## config.mk

```make
export PLATFORM = sky130hd
export DESIGN_NAME = instruction_fetch_buffer
export DESIGN_NICKNAME = d
export VERILOG_FILES = /design/src/rtl/instruction_fetch_buffer.sv
export SDC_FILE = /design/constraint.sdc
export NUM_CORES = 1
export LEC_CHECK = 0
export ABC_AREA = 0
export BUFFER_PORTS_ARGS = -buffer_cell sky130_fd_sc_hd__buf_2
export CAP_MARGIN = 20
export CELL_PAD_IN_SITES_DETAIL_PLACEMENT = 0
export CELL_PAD_IN_SITES_GLOBAL_PLACEMENT = 1
export CORE_MARGIN = 1
export CORE_UTILIZATION = 44
export CTS_CLUSTER_DIAMETER = 40
export CTS_CLUSTER_SIZE = 12
export DETAILED_ROUTE_END_ITERATION = 8
export PLACE_DENSITY_LB_ADDON = 0.1
export SLEW_MARGIN = 20
export SYNTH_ARGS = -nofsm -noshare
export SYNTH_HDL_FRONTEND = slang
export SYNTH_SLANG_ARGS = --single-unit
```

## constraint.sdc

```tcl
create_clock -name clk -period 11.5 [get_ports clk]
set_clock_uncertainty 0.15 [all_clocks]
set_input_delay 1.725 -clock clk [delete_from_list [all_inputs] [get_ports clk]]
set_output_delay 1.725 -clock clk [all_outputs]
set_load 0.01 [all_outputs]
```

## src/rtl/instruction_fetch_buffer.sv

```systemverilog
// Fetch stage: drives a line address to instruction memory, waits out the
// multi-cycle line read, buffers the 64-bit line and hands its four 16-bit
// instructions to decode one at a time over a valid/ready handshake.
// A branch redirect discards the buffered line and restarts fetch.
module instruction_fetch_buffer #(
  parameter logic [15:0] RESET_PC   = 16'h0000,
  parameter int          FETCH_WAIT = 6
) (
  input  logic        clk,
  input  logic        rst,
  output logic [15:0] imem_addr,
  input  logic [63:0] imem_line,
  input  logic        redirect_valid,
  input  logic [15:0] redirect_pc,
  output logic        instr_valid,
  output logic [15:0] instr,
  output logic [15:0] instr_pc,
  input  logic        instr_ready
);

  localparam int                CNT_W    = $clog2(FETCH_WAIT);
  localparam logic [CNT_W-1:0]  WAIT_END = CNT_W'(FETCH_WAIT - 1);

  typedef enum logic {WAIT, ISSUE} state_t;

  state_t             state;
  logic [CNT_W-1:0]   wait_cnt;
  logic [1:0]         slot;
  logic [63:0]        line_buf;

  // Byte 0 of a line is the most significant byte, so slot 0 sits in [63:48].
  function automatic logic [15:0] slot_sel(input logic [63:0] line, input logic [1:0] s);
    case (s)
      2'd0:    slot_sel = line[63:48];
      2'd1:    slot_sel = line[47:32];
      2'd2:    slot_sel = line[31:16];
      default: slot_sel = line[15:0];
    endcase
  endfunction

  // Byte-offset bit of a PC is meaningless for 16-bit instructions.
  logic unused_pc_bit;
  assign unused_pc_bit = redirect_pc[0];

  logic handshake;
  assign handshake = instr_valid & instr_ready;

  // Fetch control: reset, then redirect, then the WAIT/ISSUE sequence.
  always_ff @(posedge clk) begin
    if (rst) begin
      imem_addr   <= {RESET_PC[15:3], 3'b000};
      slot        <= RESET_PC[2:1];
      instr_valid <= 1'b0;
      instr       <= 16'h0000;
      instr_pc    <= 16'h0000;
      wait_cnt    <= '0;
      state       <= WAIT;
    end else if (redirect_valid) begin
      // Any instruction accepted this same cycle is already consumed by decode;
      // nothing more from the old line is presented.
      imem_addr   <= {redirect_pc[15:3], 3'b000};
      slot        <= redirect_pc[2:1];
      instr_valid <= 1'b0;
      wait_cnt    <= '0;
      state       <= WAIT;
    end else begin
      case (state)
        WAIT: begin
          if (wait_cnt == WAIT_END) begin
            line_buf    <= imem_line;
            instr       <= slot_sel(imem_line, slot);
            instr_pc    <= {imem_addr[15:3], slot, 1'b0};
            instr_valid <= 1'b1;
            state       <= ISSUE;
          end else begin
            wait_cnt <= wait_cnt + 1'b1;
          end
        end
        ISSUE: begin
          if (handshake) begin
            if (slot != 2'd3) begin
              slot     <= slot + 2'd1;
              instr    <= slot_sel(line_buf, slot + 2'd1);
              instr_pc <= {imem_addr[15:3], slot + 2'd1, 1'b0};
            end else begin
              // Last slot consumed: move to the next sequential line (wraps at 64K).
              instr_valid <= 1'b0;
              imem_addr   <= imem_addr + 16'd8;
              slot        <= 2'd0;
              wait_cnt    <= '0;
              state       <= WAIT;
            end
          end
        end
        default: state <= WAIT;
      endcase
    end
  end

endmodule
```

Word level (Yosys, flattened, before mapping)
Index checks and enable logic that the tools add are counted.
{"block": "word_totals", "reg_bits": 119, "in_bits": 84, "out_inout_bits": 49, "word_cells": 71}
{"block": "op_classes", "addsub": 3, "eq_ne": 12, "n_mux": 30, "n_bitwise": 5, "n_reduce_logical": 12}
{"op": "16-bit 2-to-1 mux", "count": 10}
{"op": "16-bit case mux with 3 select lines", "count": 2}
{"op": "16-bit case mux with 2 select lines", "count": 2}
{"op": "16-bit by 4-bit adder with 16-bit output, second input constant", "count": 1}
{"op": "3-bit AND reduction", "count": 4}
{"op": "2-bit != test, second input constant", "count": 5}
{"op": "3-bit 2-to-1 mux", "count": 3}
{"op": "2-bit 2-to-1 mux", "count": 4}
{"op": "4-bit AND reduction", "count": 2}
{"op": "1-bit 2-to-1 mux", "count": 6}
{"op": "3-bit case mux with 2 select lines", "count": 1}
{"op": "2-bit by 1-bit equality test with 1-bit output, second input constant", "count": 2}
{"op": "2-bit equality test, second input constant", "count": 2}
{"op": "2-bit logical NOT", "count": 2}
{"op": "2-bit by 1-bit != test with 1-bit output, second input constant", "count": 2}
{"op": "1-bit NOT", "count": 4}
{"op": "1-bit case mux with 2 select lines", "count": 2}
{"op": "2-bit nonzero test", "count": 2}
{"op": "3-bit by 1-bit adder with 3-bit output, second input constant", "count": 1}
{"op": "3-bit equality test, second input constant", "count": 1}
{"op": "2-bit by 1-bit adder with 2-bit output, second input constant", "count": 1}
{"op": "2-bit AND reduction", "count": 1}
{"op": "2-bit OR reduction", "count": 1}
{"op": "1-bit bitwise AND", "count": 1}

Logic depth before layout (Yosys ltp)
{"block": "logic_depth", "word_depth": 6, "ltp_mapped": 8, "ltp_nobuf": 6}

Worst setup path after synthesis
OpenSTA, ideal clock, no wires.
{"block": "synth_path", "kind": "input -> register", "startpoint": "input port redirect_valid", "endpoint": "register line_buf[0] (enable)", "setup_time_ps": 564, "arrival_time_ps": 6478, "t_required_ps": 10786, "path_slack_ps": 4308, "path_stages": 3, "path_buffers": 2, "path_cell_list": "clkbuf_1 > clkbuf_1 > nor3_1"}
{"block": "synth_between", "elab_chain_cells": 2}
{"item": "start: declaration", "line_no": "13", "source": "input logic redirect_valid,"}
{"item": "1-bit NOT (no line)"}
{"item": "4-bit AND reduction (no line)"}
{"item": "end signal: assignment", "line_no": "70", "source": "line_buf <= imem_line;"}
{"item": "end: declaration", "line_no": "29", "source": "logic [63:0] line_buf;"}
No other way between the ends.
A chain may end at the register's enable or synchronous reset.

Worst setup path in the final report
{"block": "layout_path", "startpoint": "input port redirect_valid", "endpoint": "register instr[9]"}
{"block": "layout_between", "elab_chain_cells": 2}
{"item": "1-bit NOT (no line)"}
{"item": "4-bit AND reduction (no line)"}
{"item": "end signal: assignment", "line_no": "71", "source": "instr <= slot_sel(imem_line, slot);"}
{"item": "end signal: assignment", "line_no": "83", "source": "instr <= slot_sel(line_buf, slot + 2'd1);"}
{"item": "end: declaration", "line_no": "16", "source": "output logic [15:0] instr,"}
No other way between the ends.

==> impl_results.html <==
<table>
<tr><th>Metric</th><th>Value</th></tr>
<tr><th colspan="2">Floorplanning</th></tr>
<tr><td>Initial core utilization</td><td>0.452</td></tr>
<tr><td>Die H</td><td>111 µm</td></tr>
<tr><td>I/O pin total</td><td>133</td></tr>
<tr><td>Core Footprint</td><td>11500 µm²</td></tr>
<tr><td>Number of rows created at floorplan</td><td>39</td></tr>
<tr><td>Die footprint</td><td>12200 µm²</td></tr>
<tr><td>Chip Width</td><td>111 µm</td></tr>
<tr><th colspan="2">Power</th></tr>
<tr><td>Power share of the clock group</td><td>0.503</td></tr>
<tr><td>Leak</td><td>2.65 nW</td></tr>
<tr><td>Part of the total power dissipated in combinational logic</td><td>0.071</td></tr>
<tr><td>Seq pwr share</td><td>0.426</td></tr>
<tr><td>Net switching power</td><td>0.000229 W</td></tr>
<tr><td>Total power divided by cell area</td><td>161 nW/µm²</td></tr>
<tr><td>Worst vdd rail ir drop</td><td>79.8 µV</td></tr>
<tr><td>Cell-internal power</td><td>0.000813 W</td></tr>
<tr><td>Switching part of the total</td><td>0.220</td></tr>
<tr><th colspan="2">CTS</th></tr>
<tr><td>Number of H-tree branching levels</td><td>4</td></tr>
<tr><td>Clock tree from TritonCTS</td><td>yes</td></tr>
<tr><td>Worst-skew pair later-pin latency</td><td>410 ps</td></tr>
<tr><td>Clock-pin slew on the worst setup and hold paths</td><td>50 ps</td></tr>
<tr><td>Maximum buffer depth of the clock tree</td><td>2</td></tr>
<tr><td>Number of hold-repair buffers added at the cts stage</td><td>0</td></tr>
<tr><td>Post-cts repair resize count</td><td>0</td></tr>
<tr><td>Postcts setup bufs</td><td>0</td></tr>
<tr><td>CTS sink cnt</td><td>115</td></tr>
<tr><td>Clock buffers created by TritonCTS</td><td>17</td></tr>
<tr><td>Master cell of the clock root buffer</td><td>clkbuf_16</td></tr>
<tr><th colspan="2">Drt</th></tr>
<tr><td>Routed vias</td><td>4195</td></tr>
<tr><td>DRC violations left</td><td>0</td></tr>
<tr><td>Via density</td><td>5.50</td></tr>
<tr><td>DRT Pass-1 Iters</td><td>5</td></tr>
<tr><td>Antenna-violating nets left</td><td>0</td></tr>
<tr><td>Detailed-route wire length per cell</td><td>17.5 µm</td></tr>
<tr><td>Detailed-route wire length</td><td>13300 µm</td></tr>
<tr><td>Number of design-rule violations left by the first detailed-router iteration</td><td>302</td></tr>
<tr><th colspan="2">Timing</th></tr>
<tr><td>Final count of hold timing violations</td><td>0</td></tr>
<tr><td>Normalized max-slew margin</td><td>0.358</td></tr>
<tr><td>Setup total negative slack</td><td>0 ps</td></tr>
<tr><td>Final critical-path setup slack</td><td>8270 ps</td></tr>
<tr><td>Part of the cycle the worst path needs</td><td>0.281</td></tr>
<tr><td>Transition time at the pin with the least slew margin</td><td>964 ps</td></tr>
<tr><td>Final critical path time including I/O delays and setup</td><td>3230 ps</td></tr>
<tr><td>Final setup fails</td><td>0</td></tr>
<tr><td>RSZ-0062 raised after global routing</td><td>no</td></tr>
<tr><td>Final number of max-transition violations</td><td>0</td></tr>
<tr><td>Highest achievable clock rate</td><td>0.310 GHz</td></tr>
<tr><th colspan="2">Synth</th></tr>
<tr><td>Main area contributors after synthesis</td><td>edfxtp_1 37%, dfxtp_1 20%, a21oi_1 5.5%, a22oi_1 4.5%, nand2_1 3.5%</td></tr>
<tr><td>Number of storage elements in the synthesis netlist</td><td>115</td></tr>
<tr><td>Proportion of netlist area held by the largest area contributor</td><td>0.371</td></tr>
<tr><td>Post-synthesis instance area</td><td>5180 µm²</td></tr>
<tr><td>Avg Cell Area, Syn</td><td>10.6 µm²</td></tr>
<tr><td>Biggest area consumer among synthesized cells</td><td>edfxtp_1</td></tr>
<tr><td>Number of distinct library cell variants in the gate-level netlist after synthesis</td><td>40</td></tr>
<tr><td>Ys Warns</td><td>0</td></tr>
<tr><td>Share of the yosys chip area belonging to registers</td><td>0.568</td></tr>
<tr><td>Number of instances in the synthesized netlist</td><td>491</td></tr>
<tr><th colspan="2">Setup path</th></tr>
<tr><td>Required time of the worst setup path</td><td>11680 ps</td></tr>
<tr><td>Setup slack of the worst register-to-register path</td><td>8520 ps</td></tr>
<tr><td>Category of the critical setup timing path</td><td>in -&gt; reg</td></tr>
<tr><td>Startpoint types</td><td>input pin</td></tr>
<tr><td>Element type at the critical path end</td><td>flop</td></tr>
<tr><td>Arrival time of data at the critical path endpoint</td><td>3410 ps</td></tr>
<tr><td>Max Fanout on Critical Path</td><td>33</td></tr>
<tr><th colspan="2">Flow run</th></tr>
<tr><td>Maximum Capacitance Violations</td><td>0</td></tr>
<tr><th colspan="2">Cells and area</th></tr>
<tr><td>Area growth from synthesis to final layout</td><td>25.2%</td></tr>
<tr><td>Share of cells above drive strength 1</td><td>0.277</td></tr>
<tr><td>Final Core Density</td><td>0.566</td></tr>
<tr><td>Ant. Diodes</td><td>0</td></tr>
<tr><td>Net total in the final layout</td><td>700</td></tr>
<tr><th colspan="2">Global routing</th></tr>
<tr><td>Global-route congestion overflow total</td><td>0</td></tr>
<tr><td>Via count of the first global-routing pass</td><td>4073</td></tr>
<tr><td>Antenna violations before repair</td><td>0</td></tr>
<tr><td>Global-route wire length before repair</td><td>21600 µm</td></tr>
<tr><td>Largest net degree at the start of global routing</td><td>65</td></tr>
<tr><td>GR Util All Layers</td><td>0.229</td></tr>
<tr><th colspan="2">Placed design</th></tr>
<tr><td>Final weighted congestion in routability-driven placement</td><td>0.751</td></tr>
<tr><td>Half-perimeter wire length after detailed placement</td><td>8030 µm</td></tr>
<tr><td>Minimum setup slack after placement</td><td>7870 ps</td></tr>
<tr><td>Port Buf Inserts</td><td>127</td></tr>
<tr><th colspan="2">Worst hold path</th></tr>
<tr><td>Worst hold-check path type</td><td>reg -&gt; reg</td></tr>
<tr><th colspan="2">Outcome</th></tr>
<tr><td>Status</td><td>finished, final reports clean</td></tr>
</table>
-- metrics by stage --
step / power, W / hold slack, ps / cells / area, µm²
2_1_floorplan: 0.000495 / 331 / 494 / 5190
3_3_place_gp: 0.000524 / 288 / 730 / 5870
3_5_place_dp: 0.000526 / 294 / 730 / 5870
4_1_cts: 0.00105 / 301 / 762 / 6460
5_1_grt: 0.00108 / 322 / 763 / 6490
6_report: 0.00104 / 298 / 763 / 6490
-- sequential cells by signal, indices dropped and copies added (netlist names) --
signal and count:
slot 2, wait_cnt 3, imem_addr 13, line_buf 64, instr 16, state 1
instr_pc 15, instr_valid 1
-- cells in the final DEF (no fill, tap or decap), types with 8 or more instances in the layout --
cell / count
inv_1: 33
edfxtp_1: 64
nor2_1: 25
nand2b_1: 15
a311oi_1: 15
a221oi_1: 16
clkbuf_16: 17
ha_1: 9
nand2_1: 49
nor3_1: 23
a22oi_1: 31
a21oi_1: 57
o21a_1: 10
dfxtp_1: 50
xor2_1: 8
buf_2: 127
-- layer usage --
metal | GRT usage | up-vias | share of wire
met4 | 0.0862 | 0 | 0.012
met2 | 0.344 | 137 | 0.47
met1 | 0.320 | 2021 | 0.47
li1 | - | 2020 | -
met5 | 0 | - | 0
met3 | 0.0571 | 17 | 0.050
-- synthesized netlist by cell type, drive strengths merged --
cell	instances
nand3b	1
mux2	1
dfxtp	51
a21boi	1
a21oi	58
a221oi	16
inv	33
xnor2	6
nor2b	2
nand2	49
a211oi	4
nand4b	1
mux2i	5
a222oi	1
nand4	5
edfxtp	64
nand2b	15
a311oi	15
ha	9
xor2	8
clkbuf	17
nand3	4
or3	1
nor4	4
a21o	2
and4	1
a22oi	31
nor3	24
o21ai	2
o21a	10
nor2	25
buf	24
conb	1
-- worst max-delay path, cell delays in order --
cell	delay (ps)
buf_2	500
a21o_1	460
buf_4	370
a311oi_1	100
nor3_1	230
-- logic make-up (layout without fill, tap and decap cells) --
group | after synthesis | after routing | share of synthesized area
other cells | 1 | 4 | 0.000723
buf+inv | 74 | 200 | 0.0628
mux | 6 | 6 | 0.0118
flops | 115 | 115 | 0.568
compound gates | 140 | 140 | 0.182
xor+xnor | 14 | 14 | 0.0237
fa+ha+maj | 9 | 9 | 0.0217
simple gates | 132 | 132 | 0.129
-- path summary, 6_finish.rpt --
path                  start          end  cells after the start
max          redirect_valid     instr[9]                      5
min             instr_pc[4]  instr_pc[4]                      2
max reg2reg         slot[0]     instr[9]                      7
min reg2reg     instr_pc[4]  instr_pc[4]                      2
-- power groups by stage --
stage / logic, W / clock network, W / registers (W)
after floorplan: 0.0000423 / 0 / 0.000452
after global placement: 0.0000723 / 0 / 0.000452
after detailed placement: 0.0000736 / 0 / 0.000452
after CTS: 0.0000744 / 0.000532 / 0.000444
after global routing: 0.0000825 / 0.000555 / 0.000444
final: 0.0000744 / 0.000524 / 0.000444
-- final cells by class --
cell class	count	area, µm²
Inverter	33	124
Fill cell	1036	4980
Clock inverter	11	136
Timing Repair Buffer	135	716
Multi-Input combinational cell	305	1940
Clock buffer	21	450
Sequential cell	115	2940
Tap cell	143	179
(Power assumes the default switching activity.)
